`config.mk`:
```
export PLATFORM = sky130hd
export DESIGN_NAME = rob_param
export DESIGN_NICKNAME = d
export VERILOG_FILES = /design/src/rtl/rob_param.sv
export SDC_FILE = /design/constraint.sdc
export NUM_CORES = 2
export LEC_CHECK = 0
export ABC_CLOCK_PERIOD_IN_PS = 5000
export BUFFER_PORTS_ARGS = -buffer_cell sky130_fd_sc_hd__buf_2
export CAP_MARGIN = 10
export CORE_MARGIN = 2
export CORE_UTILIZATION = 30
export DETAILED_ROUTE_END_ITERATION = 10
export GPL_TIMING_DRIVEN = 1
export PLACE_DENSITY = 0.46
export SLEW_MARGIN = 15
export SYNTH_ARGS = -nofsm -noshare
export SYNTH_HDL_FRONTEND = slang
export SYNTH_SLANG_ARGS = --single-unit
```
`constraint.sdc`:
```
create_clock -name clk_in -period 5 [get_ports clk_in]
set_input_delay 0.5 -clock clk_in [delete_from_list [all_inputs] [get_ports clk_in]]
set_output_delay 0.5 -clock clk_in [all_outputs]
set_load 0.01 [all_outputs]
```
`src/rtl/rob_param.sv`:
```
// rob_param: reorder buffer with NUM_WB writeback ports, operand lookup, store handshake and branch flush.
// Revision 1.0
`timescale 1ns/1ps
`default_nettype none

module rob_param #(
  parameter int ROB_BIT = 3,
  parameter int NUM_WB  = 2
) (
  input  logic                       clk_in,
  input  logic                       rst_in,
  input  logic                       rdy_in,
  input  logic                       issue_valid,
  output logic                       issue_ready,
  input  logic [1:0]                 issue_kind,
  input  logic [31:0]                issue_pc,
  input  logic [31:0]                issue_target,
  input  logic [31:0]                issue_value,
  input  logic [4:0]                 issue_rd,
  input  logic                       issue_pred,
  output logic [ROB_BIT-1:0]         issue_entry,
  input  logic [NUM_WB-1:0]          wb_valid,
  input  logic [NUM_WB*ROB_BIT-1:0]  wb_entry,
  input  logic [NUM_WB*32-1:0]       wb_value,
  input  logic [ROB_BIT-1:0]         q_entry1,
  input  logic [ROB_BIT-1:0]         q_entry2,
  output logic                       q_ready1,
  output logic                       q_ready2,
  output logic [31:0]                q_value1,
  output logic [31:0]                q_value2,
  output logic                       commit_valid,
  output logic [4:0]                 commit_rd,
  output logic [ROB_BIT-1:0]         commit_entry,
  output logic [31:0]                commit_value,
  output logic                       store_commit,
  input  logic                       store_ack,
  output logic                       flush,
  output logic [31:0]                flush_pc,
  output logic [ROB_BIT:0]           count,
  output logic                       wb_err
);

  localparam int                 DEPTH    = 1 << ROB_BIT;
  localparam logic [ROB_BIT:0]   FULL     = (ROB_BIT+1)'(DEPTH);
  localparam logic [ROB_BIT-1:0] PTR_ONE  = ROB_BIT'(1);
  localparam logic [1:0]         KIND_ALU = 2'd0;
  localparam logic [1:0]         KIND_BR  = 2'd1;
  localparam logic [1:0]         KIND_ST  = 2'd2;
  localparam logic [1:0]         KIND_IMM = 2'd3;

  logic               busy   [DEPTH];
  logic               prep   [DEPTH];
  logic [1:0]         kind   [DEPTH];
  logic [4:0]         rd     [DEPTH];
  logic [31:0]        pc     [DEPTH];
  logic [31:0]        target [DEPTH];
  logic               pred   [DEPTH];
  logic [31:0]        value  [DEPTH];
  logic [ROB_BIT-1:0] head;
  logic [ROB_BIT-1:0] tail;

  logic [ROB_BIT-1:0] wb_ent [NUM_WB];
  logic [31:0]        wb_val [NUM_WB];
  logic [NUM_WB-1:0]  wb_win;
  logic               issue_fire;
  logic               cand;
  logic               retire;

  always_comb begin
    for (int k = 0; k < NUM_WB; k++) begin
      wb_ent[k] = wb_entry[k*ROB_BIT +: ROB_BIT];
      wb_val[k] = wb_value[k*32 +: 32];
    end
  end

  // A channel only counts if no lower-index channel targets the same entry.
  always_comb begin
    wb_win = wb_valid;
    for (int k = 0; k < NUM_WB; k++)
      for (int j = 0; j < NUM_WB; j++)
        if (j < k && wb_valid[j] && wb_ent[j] == wb_ent[k]) wb_win[k] = 1'b0;
  end

  assign issue_ready  = (count < FULL);
  assign issue_fire   = rdy_in & issue_valid & issue_ready;
  assign issue_entry  = tail;

  assign cand         = rdy_in & busy[head] & prep[head];
  assign commit_valid = cand & (kind[head] == KIND_ALU || kind[head] == KIND_IMM);
  assign store_commit = cand & (kind[head] == KIND_ST);
  assign flush        = cand & (kind[head] == KIND_BR) & (value[head][0] != pred[head]);
  assign flush_pc     = flush ? (value[head][0] ? target[head] : pc[head] + 32'd4) : 32'd0;
  assign retire       = cand & ((kind[head] != KIND_ST) | store_ack);
  assign commit_rd    = rd[head];
  assign commit_entry = head;
  assign commit_value = value[head];

  // Returns {ready, value}: stored result, then live writeback, then kind-3 issue.
  function automatic logic [32:0] lookup(input logic [ROB_BIT-1:0] e);
    logic [32:0] r;
    r = '0;
    if (busy[e] && prep[e]) begin
      r = {1'b1, value[e]};
    end else begin
      for (int k = 0; k < NUM_WB; k++)
        if (!r[32] && wb_valid[k] && wb_ent[k] == e) r = {1'b1, wb_val[k]};
      if (!r[32] && issue_fire && issue_kind == KIND_IMM && tail == e)
        r = {1'b1, issue_value};
    end
    return r;
  endfunction

  always_comb begin
    {q_ready1, q_value1} = rst_in ? lookup(q_entry1) : 33'd0;
    {q_ready2, q_value2} = rst_in ? lookup(q_entry2) : 33'd0;
  end

  always_ff @(posedge clk_in or negedge rst_in) begin
    if (!rst_in) begin
      head   <= '0;
      tail   <= '0;
      count  <= '0;
      wb_err <= 1'b0;
      for (int i = 0; i < DEPTH; i++) begin
        busy[i]   <= 1'b0;
        prep[i]   <= 1'b0;
        kind[i]   <= '0;
        rd[i]     <= '0;
        pc[i]     <= '0;
        target[i] <= '0;
        pred[i]   <= 1'b0;
        value[i]  <= '0;
      end
    end else if (rdy_in) begin
      if (flush) begin
        head  <= '0;
        tail  <= '0;
        count <= '0;
        for (int i = 0; i < DEPTH; i++) begin
          busy[i] <= 1'b0;
          prep[i] <= 1'b0;
        end
      end else begin
        for (int k = 0; k < NUM_WB; k++) begin
          if (wb_win[k]) begin
            if (busy[wb_ent[k]] && !prep[wb_ent[k]]) begin
              prep[wb_ent[k]]  <= 1'b1;
              value[wb_ent[k]] <= wb_val[k];
            end else begin
              wb_err <= 1'b1;
            end
          end
        end
        // The tail slot is never busy, so a same-cycle writeback cannot collide with it.
        if (issue_fire) begin
          busy[tail]   <= 1'b1;
          prep[tail]   <= (issue_kind == KIND_IMM);
          kind[tail]   <= issue_kind;
          rd[tail]     <= issue_rd;
          pc[tail]     <= issue_pc;
          target[tail] <= issue_target;
          pred[tail]   <= issue_pred;
          value[tail]  <= (issue_kind == KIND_IMM) ? issue_value : 32'd0;
          tail         <= tail + PTR_ONE;
        end
        if (retire) begin
          busy[head] <= 1'b0;
          prep[head] <= 1'b0;
          head       <= head + PTR_ONE;
        end
        count <= count + (ROB_BIT+1)'(issue_fire) - (ROB_BIT+1)'(retire);
      end
    end
  end

endmodule

`default_nettype wire

```
Word-level counts from Yosys, hierarchy flattened:

Cells that the tools add are included.

* output and inout port bits: 150
* flip-flop bits (word level): 859
* input bits: 187
* word-level logic and storage cells: 290

* reductions and logical operators: 35
* equality and inequality tests: 13
* add/sub/neg operators: 5
* order comparisons: 11
* bitwise operators: 23
* muxes and demuxes: 135

Operators by type and width (number)
* two-way mux 256 bit: 9
* bitwise mux 256 bit: 5
* two-way mux 32 bit: 16
* binary-select mux 32 bit (select 3 bit): 5
* two-way mux 33 bit: 14
* demux 32 bit (select 3 bit): 3
* two-way mux 8 bit: 18
* bitwise mux 40 bit: 1
* binary-select mux 1 bit (select 3 bit): 11
* adder 32 x 3 -> 32 bit (second input constant): 1
* two-way mux 1 bit: 31
* >= comparator 4 bit (second input constant): 6
* inverter 3 -> 4 bit: 6
* bitwise OR 8 bit: 3
* equality test 3 bit: 7
* logical AND 1 bit: 21
* AND 8 bit: 2
* bitwise mux 16 bit: 1
* bitwise mux 8 bit: 2
* less-than comparator 4 x 1 -> 1 bit (second input constant): 4
* binary-select mux 5 bit (select 3 bit): 1
* demux 5 bit (select 3 bit): 1
* two-way mux 5 bit: 3
* demux 1 bit (select 3 bit): 4
* other kinds (23): 47

Depth between registers and ports, before layout:

* depth after elaboration: 22
* mapped depth: 22
* gate-level depth less buffers: 16

Least setup slack after synthesis:

No wires, ideal clock.

* kind: flip-flop to flip-flop
* start point: register head[2], in the netlist commit_entry[2]
* end point: register count[3]
* library setup time: 122 ps
* path slack: 649 ps
* stages on the path, launching flop included: 22
* period minus slack after synthesis: 4351 ps
* data required time: 4878 ps
* arrival time: 4229 ps
* buffers on the path: 7
* cell sequence: dfrtp_1 buf_4 buf_4 buf_2 buf_2 buf_2 nor3_1 clkbuf_1 a22oi_1 and4_1 ha_1 nor2b_1 nor3_1 clkbuf_1 ha_1 inv_1 ha_1 a21o_1 a21oi_1 xnor2_1 o21ai_0 o2bb2ai_1

* cells in the longest elaborated chain, start to end: 9
* elaborated cells on any way between the ends: 27
* those cells by class: add/sub (1); eq/ne (3); mux (16); bitwise (7)

RTL lines
* start, declared: line 59 `logic [ROB_BIT-1:0] head;`
* start signal, assigned: line 169 `head <= head + PTR_ONE;`
* inverter 3 -> 4 bit (implied by the code) *: line 88, 91, 93
* binary-select mux 2 bit (select 3 bit) or binary-select mux 1 bit (select 3 bit) (tied branches): line 91, 93, 88
* two-way mux 2 bit (implied by the code) or two-way mux 1 bit (tied branches) (2 in series): line 91, 93, 88
* inequality test 2 bit or AND 1 bit (tied branches): line 93, 88
* bitwise OR 1 bit or AND 1 bit (tied branches): line 93, 88
* AND 1 bit, on equally long branches: line 93, 91
* subtractor 4 x 1 -> 4 bit or AND 1 bit (tied branches): line 171, 91
* two-way mux 4 bit *: line 135 `if (flush) begin`
* end signal, assigned: line 171 `count <= count + (ROB_BIT+1)'(issue_fire) - (ROB_BIT+1)'(retire);`
* end, declared: line 39 `output logic [ROB_BIT:0] count,`

Mark *: on every way between the ends. The rest lies on a longest branch, timed or not. The select of a mux whose other input is x is not followed.
A chain may end at the register's enable or synchronous reset.

Worst setup path in the final report:

* start point: register head[1], in the netlist commit_entry[1]
* end point: output flush_pc[30]

* cells in the longest elaborated chain, start to end: 9
* elaborated cells on any way between the ends: 31
* those cells by class: add/sub (1); eq/ne (2); mux (23); bitwise (5)

RTL lines
* inverter 3 -> 4 bit (implied by the code) *: line 88, 91, 92
* parallel branches: the longest is 7 deep, another holds adder 32 x 3 -> 32 bit
* two-way mux 32 bit *: line 92 `assign flush_pc = flush ? (value[head][0] ? target[head] : pc[head] + 32'd4) : 32'd0;`
* end, declared: line 38 `output logic [31:0] flush_pc,`

Every way passes the cells marked *. The select of a mux whose other input is x is not followed.

==> summary by stage <==
Floorplanning
The placeable core area is ~180,000 sq um. From left edge to right edge, the die measures around 420 um. The total die area is between 150,000 and 200,000 sq um.

The die is between 400 and 500 um tall. The initial utilization of the core area, before any placement, comes to 0.302. The count of standard-cell rows is roughly 150.

The number of placed I/O pins is roughly 340.

Setup path
In this run the critical register-to-register path is captured at count[3]. The worst setup path is launched from a flop. Counting cells, the worst reg-to-reg path comes to 15. The arrival time reported for the critical path endpoint is between 4 and 5 ns. The largest fanout on the critical path is 31. In this run the critical register-to-register path is launched from commit_entry[2]. The worst register-to-register path has a setup slack of ~1.2 ns. The kind of critical path is reg2out. The worst setup path is captured at an output port. STA puts the critical path data required time at approximately 4.5 ns.

Clocking
The TritonCTS buffer count is about 100. TritonCTS built the clock tree. The count of H-tree levels built during CTS is 3. For this design, the sink count on the clock tree is about 860.

The clock slew at the register clock pins of the worst setup and hold paths is 0.06 ns. The clock network latency to the later pin of the worst-skew pair is roughly 0.76 ns. The largest buffer count on any clock path is 3. The clock root buffer is clkbuf_16.

Placed design
The setup slack after placement is about 0.71 ns. The global placer's final weighted congestion is between 0.8 and 0.9. The total half-perimeter wirelength after legalization and detailed placement is approximately 140 mm. During placement, the flow inserted port buffers numbering 336.

Cells and area
The final-stage net count is about 5,500. The library cell used most frequently in the layout, excluding fill and tap cells, is dfrtp_1. The library cells used most frequently in the layout, excluding fill and tap cells, are dfrtp_1 (856), nand2_1 (722), mux2_2 (486), nor2_1 (416), a31oi_1 (352). The fraction of layout cells with a size suffix above 1 is 0.265. The synthesis-to-layout area growth is 14.0%. Once layout is complete, the utilization of the core stands at 0.344.

Global routing
The number of antenna violations at the first check in global routing was 42. The first-pass GRT wire length is about 330 mm. Entering global routing, the biggest net connects ~160 pins. The via count of the first global-routing pass was 44,400. In the global route stage, overall resource usage came out at 0.248. The residual overflow from global routing is 0.

Timing
The setup clock skew after layout is around 0.071 ns. The final count of hold timing violations is 0. The final total negative setup slack is 0 ns. Static timing analysis puts the maximum clock frequency at around 210 MHz. Setup violations remaining at the end of the flow were counted as 0. In this run the tightest slew margin relative to its limit is 0.256.

The post-route worst hold slack is between 0.06 and 0.07 ns. The slew at the pin closest to its max-slew limit is around 1.1 ns. Setup repair after global routing left no endpoint under its margin. The setup slack of the critical path after layout is about 0.19 ns.

The minimum clock period is slightly below 5 ns. Dividing the final minimum period by the clock period gives 0.962. The final max-slew violation count is 0.

Worst hold path
The worst hold path cell count is 2. In this run the worst hold path is classified as in2reg. The startpoint identified for the worst hold timing path is issue_target[17]. The destination of the worst hold path is target[145].

Drt
The average wire per cell in the routed design is 29.8 um. In this run the remaining antenna-violating nets after routing total 0. The routed wire length is ~230 mm. The DRC violation total after the first TritonRoute iteration is approximately 4,700. In the routed design, unresolved DRC markers number 0. Summing over every cut layer, the via total after detailed routing is roughly 46,000.

The number of detailed-route iterations in the first pass is 6. Dividing the detail-routed via count by the number of cells gives between 5 and 6.

Synthesis
The synthesized netlist contains 85 unique library cells. The flip-flop and latch count after synthesis is approximately 860. Synthesis produced around 5,200 cells.

A synthesized cell averages just over 10 sq um. The dominant register cell in the synthesized netlist is dfrtp_1. The count of flip-flops with a built-in enable after synthesis is 0. The share of the Yosys chip area taken by registers is 0.405. The Yosys warning count is 0. The net count of the mapped netlist is between 5,000 and 6,000. The mapped netlist covers approximately 53,000 sq um. Of all flip-flops after synthesis, the portion carrying an async set or reset was 1.00.

Power
The reported leakage power is 25.5 nW. Across the VDD grid, the largest voltage drop is 0.273 mV. The power per standard cell area is roughly 440 nW/um^2.

Run
Across the run, the number of max-cap violations was 0.

Status
The run finished with clean final reports.
==> cell families after synthesis <==
logic type | synth area share
fa+ha+maj | 0.00250
buf+inv | 0.0537
xor+xnor | 0.00710
simple gates | 0.121
flops | 0.405
compound gates | 0.153
mux | 0.258
==> cell usage after synthesis (77+ instances only) <==
cell type,number,area share
a22oi_1,164,0.023
a31oi_1,353,0.042
buf_1,77,0.0054
buf_2,85,0.0080
clkbuf_1,336,0.024
dfrtp_1,859,0.41
mux2_1,112,0.024
mux2_2,486,0.10
mux2i_1,336,0.063
mux4_2,159,0.067
nand2_1,736,0.052
nand3_1,90,0.0085
nor2_1,420,0.030
o211ai_1,265,0.037
o22ai_1,153,0.018
==> flip-flops by register name, summed over array words and instances (netlist names) <==
name / count
issue_entry: 3
count: 4
prep: 8
target: 256
rd: 40
busy: 8
pc: 256
commit_entry: 3
pred: 8
wb_err: 1
kind: 16
value: 256
==> worst max-delay path, cell delays in order, from the launching register on <==
cell and delay [ns]:
dfrtp_4 0.69, buf_6 0.34, mux4_2 0.26, mux2i_1 0.09, buf_4 0.17, a2111oi_2 0.46
nand2_2 0.26, nor4_4 0.53, nor2_1 0.09, nor4_1 0.40, buf_2 0.22
==> worst max path at each step <==
| stage | from | endpoint | slack, ns | cells past startpoint |
|---|---|---|---|---|
| final | commit_entry[1] | flush_pc[30] | 0.19 | 10 |
| after global routing | commit_entry[1] | flush_pc[23] | 0.02 | 10 |
| after CTS | commit_entry[1] | flush_pc[30] | 0.02 | 10 |
| after detailed placement | commit_entry[1] | flush_pc[12] | 0.71 | 10 |
| after global placement | commit_entry[0] | flush_pc[30] | 0.70 | 10 |
| after floorplan | commit_entry[2] | count[3] | 0.65 | 21 |
==> layout make-up <==
type,count,area [sq um]
inverters,27,116
flip-flops and latches,859,21500
diodes,18,45.0
repair buffers,514,3430
multi-input cells,3753,29000
fillers,17800,115000
well taps,2340,2930
clock inverters,39,409
clock buffers,151,3020
==> report_power, final <==
| group | switching [mW] | internal [mW] |
|---|---|---|
| registers | 2.02 | 9.38 |
| logic | 3.63 | 3.97 |
| clock network | 3.36 | 4.36 |
| total | 9.02 | 17.7 |
==> repair_timing <==
item / CTS / global route
setup endpoints to repair: 7 / 9
buffers inserted: 1 / 3
hold buffers: 1 / 0
gates resized for setup: 3 / 7
endpoints found under the hold margin: 57 / 0
==> stage by stage <==
stage | std cells | cell area, sq um | total power, mW
2_1_floorplan | 5208 | 53100 | 16.4
3_3_place_gp | 7488 | 56900 | 18.8
3_5_place_dp | 7488 | 56900 | 19.0
4_1_cts | 7680 | 60400 | 26.8
5_1_grt | 7695 | 60500 | 28.1
6_report | 7701 | 60500 | 26.7
==> routing by layer <==
metal / up-vias / global-route usage / share of wire
met5: - / 0 / 0.00060
met1: 23500 / 0.320 / 0.41
met4: 22 / 0.132 / 0.056
li1: 19500 / - / -
met3: 583 / 0.0399 / 0.068
met2: 2143 / 0.397 / 0.47
(Power assumes the default switching activity.)
